===== src/rtl/seq_tx_pkg.sv =====
// ---------------------------------------------------------------------------
// seq_tx_pkg
// Shared definitions for the serial pattern transmitter.
//   state_t            : FSM states IDLE, SEND, DONE
//   DEFAULT_WIDTH      : default pattern register width in bits
//   DEFAULT_BIT_TICKS  : default number of clock cycles each bit is held
// ---------------------------------------------------------------------------
package seq_tx_pkg;

    localparam int DEFAULT_WIDTH     = 8;
    localparam int DEFAULT_BIT_TICKS = 8;

    typedef enum logic [1:0] {
        IDLE = 2'd0,
        SEND = 2'd1,
        DONE = 2'd2
    } state_t;

endpackage


===== src/rtl/bit_timer.sv =====
// ---------------------------------------------------------------------------
// bit_timer
// Counts clock cycles inside one bit period and flags the last one.
//   clk      in  1  clock, rising edge
//   reset_n  in  1  asynchronous active-low reset
//   enable   in  1  count while high; counter held at 0 while low
//   tick     out 1  high in the last cycle of a bit period (counter wraps)
// BIT_TICKS legal range is 1..255.
// ---------------------------------------------------------------------------
module bit_timer
    import seq_tx_pkg::*;
#(
    parameter int BIT_TICKS = DEFAULT_BIT_TICKS
) (
    input  logic clk,
    input  logic reset_n,
    input  logic enable,
    output logic tick
);

    localparam logic [7:0] LAST_COUNT = 8'(BIT_TICKS - 1);

    logic [7:0] count;

    // With BIT_TICKS=1 the counter never leaves 0 and tick is simply enable,
    // so every enabled cycle ends a bit period.
    assign tick = enable && (count == LAST_COUNT);

    // Counter restarts from 0 whenever it is idle or has just wrapped.
    always_ff @(posedge clk or negedge reset_n) begin
        if (!reset_n) begin
            count <= 8'd0;
        end else if (!enable || tick) begin
            count <= 8'd0;
        end else begin
            count <= count + 8'd1;
        end
    end

endmodule


===== src/rtl/seq_transmitter.sv =====
// ---------------------------------------------------------------------------
// seq_transmitter
// Sends bits pattern[len] down to pattern[0] on a serial line, each bit held
// for BIT_TICKS cycles, followed by a one-cycle done pulse.
//   clk         in  1      clock, rising edge
//   reset_n     in  1      asynchronous active-low reset
//   start       in  1      frame request, sampled in IDLE only
//   pattern     in  WIDTH  bits to transmit, captured on acceptance
//   len         in  clog2  number of bits minus one, captured on acceptance
//   serial_out  out 1      registered serial line, IDLE_LEVEL when not sending
//   busy        out 1      registered, high for every cycle a bit is on the line
//   done        out 1      registered, one-cycle pulse after the last bit
// ---------------------------------------------------------------------------
module seq_transmitter
    import seq_tx_pkg::*;
#(
    parameter int   WIDTH      = DEFAULT_WIDTH,
    parameter int   BIT_TICKS  = DEFAULT_BIT_TICKS,
    parameter logic IDLE_LEVEL = 1'b0
) (
    input  logic                     clk,
    input  logic                     reset_n,
    input  logic                     start,
    input  logic [WIDTH-1:0]         pattern,
    input  logic [$clog2(WIDTH)-1:0] len,
    output logic                     serial_out,
    output logic                     busy,
    output logic                     done
);

    localparam int LEN_W = $clog2(WIDTH);

    state_t             state_q, state_d;
    logic [WIDTH-1:0]   pat_q, pat_d;
    logic [LEN_W-1:0]   idx_q, idx_d;
    logic [LEN_W-1:0]   idx_dec;
    logic               serial_d, busy_d, done_d;
    logic               tick;

    bit_timer #(
        .BIT_TICKS (BIT_TICKS)
    ) u_bit_timer (
        .clk     (clk),
        .reset_n (reset_n),
        .enable  (state_q == SEND),
        .tick    (tick)
    );

    assign idx_dec = idx_q - LEN_W'(1);

    // State, capture registers and the three outputs all live in flops so
    // no input reaches an output combinationally.
    always_ff @(posedge clk or negedge reset_n) begin
        if (!reset_n) begin
            state_q    <= IDLE;
            pat_q      <= '0;
            idx_q      <= '0;
            serial_out <= IDLE_LEVEL;
            busy       <= 1'b0;
            done       <= 1'b0;
        end else begin
            state_q    <= state_d;
            pat_q      <= pat_d;
            idx_q      <= idx_d;
            serial_out <= serial_d;
            busy       <= busy_d;
            done       <= done_d;
        end
    end

    // Next-state and next-output logic. The output values computed here are
    // what the line shows in the following cycle, which gives the first bit
    // its single cycle of latency after the accepting edge.
    always_comb begin
        state_d  = state_q;
        pat_d    = pat_q;
        idx_d    = idx_q;
        serial_d = IDLE_LEVEL;
        busy_d   = 1'b0;
        done_d   = 1'b0;

        case (state_q)
            IDLE: begin
                if (start) begin
                    state_d  = SEND;
                    pat_d    = pattern;
                    idx_d    = len;
                    serial_d = pattern[len];
                    busy_d   = 1'b1;
                end
            end

            SEND: begin
                serial_d = serial_out;
                busy_d   = 1'b1;
                if (tick) begin
                    if (idx_q == '0) begin
                        state_d  = DONE;
                        serial_d = IDLE_LEVEL;
                        busy_d   = 1'b0;
                        done_d   = 1'b1;
                    end else begin
                        idx_d    = idx_dec;
                        serial_d = pat_q[idx_dec];
                    end
                end
            end

            DONE: begin
                state_d = IDLE;
            end

            default: begin
                state_d = IDLE;
            end
        endcase
    end

endmodule


===== config.mk =====
export PLATFORM = sky130hd
export DESIGN_NAME = seq_transmitter
export DESIGN_NICKNAME = d
export VERILOG_FILES = /design/src/rtl/seq_tx_pkg.sv /design/src/rtl/bit_timer.sv /design/src/rtl/seq_transmitter.sv
export SDC_FILE = /design/constraint.sdc
export NUM_CORES = 1
export LEC_CHECK = 0
export ABC_AREA = 1
export BUFFER_PORTS_ARGS = -buffer_cell sky130_fd_sc_hd__buf_4
export CAP_MARGIN = 20
export CORE_UTILIZATION = 46
export DETAILED_ROUTE_END_ITERATION = 8
export GPL_TIMING_DRIVEN = 0
export PLACE_DENSITY = 0.66
export SKIP_CTS_REPAIR_TIMING = 1
export SLEW_MARGIN = 20
export SYNTH_ARGS = -nofsm -noshare
export SYNTH_HDL_FRONTEND = slang
export SYNTH_HIERARCHICAL = 1
export SYNTH_SLANG_ARGS = --single-unit

===== constraint.sdc =====
create_clock -name clk -period 3.35 [get_ports clk]
set_clock_uncertainty 0.15 [all_clocks]
set_input_delay 0.1675 -clock clk [delete_from_list [all_inputs] [get_ports clk]]
set_output_delay 0.1675 -clock clk [all_outputs]
set_load 0.02 [all_outputs]

==> metrics.yaml <==
outcome:
  outcome: "finished clean"
timing:
  rsz0062_at_grt: "false"
  slew_headroom_pct: 79.4
  finalMaxSlewViolations: 0
  whs_ps: 84.7
  setup_viol: 0
  hold_viol: 0
  tns_ps: 0
  max_freq_mhz: 547
  fin_crit_ps: 1830
  worstMarginPinSlew_ps: 309
  fin_ws_ps: 1520
  fin_crit_sh_pct: 54.5
floorplan:
  die_h_um: 56.4
  die_w_um: 56.4
  core_area_um2: 2780
  dieArea_um2: 3180
  io_pins: 17
  rows: 19
  initial_core_util_pct: 49.0
global_routing:
  grt_max_degree: 25
  antenna_found_initial: 0
  grt_pass1_vias: 1015
  grtUsageTotal_pct: 16.9
  grt_pass1_wl_um: 4240
  grt_overflow: 0
synth:
  synth.distinct_cells: 25
  syn_nets: 187
  synthXorXnorAreaFrac_pct: 1.93
  synthAdderAreaFrac_pct: 2.75
  muxShareOfSynthArea_pct: 0
  synth_top_family_by_area: "simple AND/OR/NAND/NOR gates"
  ys_warn_count: 6
  synth-seq-area-share_pct: 44.1
  syn_avg_cell_area_um2: 8.02
  synth-seq-cells: 24
  synth_area_um2: 1360
  synth_compound_gate_area_share_pct: 11.6
  synthSimpleGateAreaFrac_pct: 30.5
  syn_inst: 170
placement:
  placed_cells: 217
  dp_slack_ps: 1540
  portBuffers: 16
  dp_hpwl_um: 1880
  place_area_um2: 1520
  place.gp.congestion: 0.782
cells_and_area:
  num_antenna_cells: 0
  instances_no_fill: 230
  final_common_cell: "nand2_1"
  nets: 217
  final_cell_mix: "nand2_1, inv_1, dfrtp_1"
  drive_gt1_share_pct: 21.1
  area_delta_synth_final_pct: 22.1
  fin_area_um2: 1660
clock_network:
  clk_pin_slew_worst_paths_ps: 140
  cts_tree: "done"
  clock_tree.buffer_depth: 2
  htree_levels: 1
  clk_latency_ps: 310
  numCtsBuffers: 3
  cts_sinks: 24
  cts_root_buffer: "clkbuf_4"
setup_path:
  worstSetupStartpointType: "flop"
  r2r_setup_slack_ps: 1520
  cp_data_required_time_ps: 3400
  cp_max_fo: 6
  critPathArrivalTime_ps: 1880
  worstSetupEndpointType: "flop"
  reg2reg_to: "idx_q[2]$_DFFE_PN0P_"
  crit_path_end: "idx_q[2]$_DFFE_PN0P_"
  r2r_cells: 10
  startpoint: "u_bit_timer/count[0]$_DFF_PN0_"
  timing.rr.start: "u_bit_timer/count[0]$_DFF_PN0_"
  path_class: "flop to flop"
flow_run:
  timing.max_cap.violations: 0
detailed_routing:
  wl_per_cell_um: 10.8
  wl_um: 2490
  first_pass_iters: 4
  drc: 0
  drt_iter0_drc: 27
  viasPerCell: 4.83
  via_count: 1110
  antenna_left: 0
power_and_ir_drop:
  leakagePower_uw: 0.000883
  power_density_nw_per_um2: 335
  vdd_drop_max_uv: 259
hold_path:
  worstHoldPathType: "primary input to flop"
## power breakdown
part           total [uW]  switching [uW]  internal (uW)
Combinational        50.9            24.8           26.2
Sequential            298            3.21            295
Clock                 209            87.8            121
## worst min path at each step
stage | start | end | slack (ps) | cells after the start
after CTS | reset_n | serial_out$_DFFE_PN0P_ | -420 | 1
after floorplan | reset_n | busy$_DFF_PN0_ | -280 | 0
after global routing | start | idx_q[0]$_DFFE_PN0P_ | 90 | 4
after global placement | reset_n | u_bit_timer/count[3]$_DFF_PN0_ | -70 | 1
after detailed placement | reset_n | u_bit_timer/count[5]$_DFF_PN0_ | -70 | 1
final | start | idx_q[1]$_DFFE_PN0P_ | 80 | 4
## through the flow
| stage | power (uW) | util [%] |
|---|---|---|
| 2_1_floorplan | 323 | - |
| 5_1_grt | 582 | 59.8 |
| 3_3_place_gp | 346 | 54.7 |
| 6_report | 558 | 59.8 |
| 4_1_cts | 556 | 56.6 |
| 3_5_place_dp | 347 | 54.7 |
## metal layers
| layer | GRT usage, % | up-vias | share of wire [%] |
|---|---|---|---|
| li1 | - | 588 | - |
| met1 | 22.2 | 502 | 48 |
| met2 | 28.9 | 18 | 48 |
| met3 | 2.07 | 2 | 2.8 |
| met4 | 5.23 | 0 | 0.68 |
| met5 | 0 | - | 0 |
## logic make-up after synthesis
kind of cell             count (synthesis)
AO/OA/AOI/OAI                           19
buffers and inverters                   28
XOR/XNOR                                 3
AND/OR/NAND/NOR                         93
adder cells (fa/ha/maj)                  3
flip-flops                              24
## synthesized netlist by cell type
master / instances / area share (%)
ha_1: 3 / 2.8
nand3b_1: 1 / 0.55
o21bai_1: 2 / 1.1
inv_4: 1 / 0.46
a21oi_1: 3 / 1.1
clkinv_2: 1 / 0.37
dfrtp_1: 24 / 44
nand3_1: 17 / 6.2
o211ai_4: 1 / 1.6
buf_12: 1 / 1.5
nand2_2: 5 / 2.3
nor3b_1: 1 / 0.55
nor3_1: 2 / 0.73
o21ai_4: 1 / 1.2
o21ai_2: 8 / 5.1
nand2_1: 47 / 13
nor2_1: 16 / 4.4
o21ai_0: 3 / 1.1
xnor2_1: 1 / 0.64
nor2_4: 2 / 1.7
nor2_2: 1 / 0.46
inv_1: 25 / 6.9
or2_4: 1 / 0.64
xor2_1: 2 / 1.3
o21ai_1: 1 / 0.37
## flip-flops by register name, summed over array words and instances, names as in the netlist
signal,flops
idx_q,3
pat_q,8
u_bit_timer/count,8
busy,1
state_q,2
done,1
serial_out,1
## area by class of cell
type                            count  area [um2]
Sequential cell                    24         601
Tap cell                           31        38.8
Clock inverter                      1        30.0
Clock buffer                        3        22.5
Fill cell                         258        1120
Timing Repair Buffer               25         210
Multi-Input combinational cell    118         637
Inverter                           27         105
Buffer                              1        20.0
## worst max-delay path, cell delays in order (launching register included)
cell      delay (ps)
dfrtp_1          410
ha_1             230
nand2_2          100
clkinv_2          60
nand2_2           60
nor3b_1          190
inv_1            120
nand2_2          130
o211ai_4         120
nor2_1           110
a21oi_1           40
(Power assumes the default switching activity.)
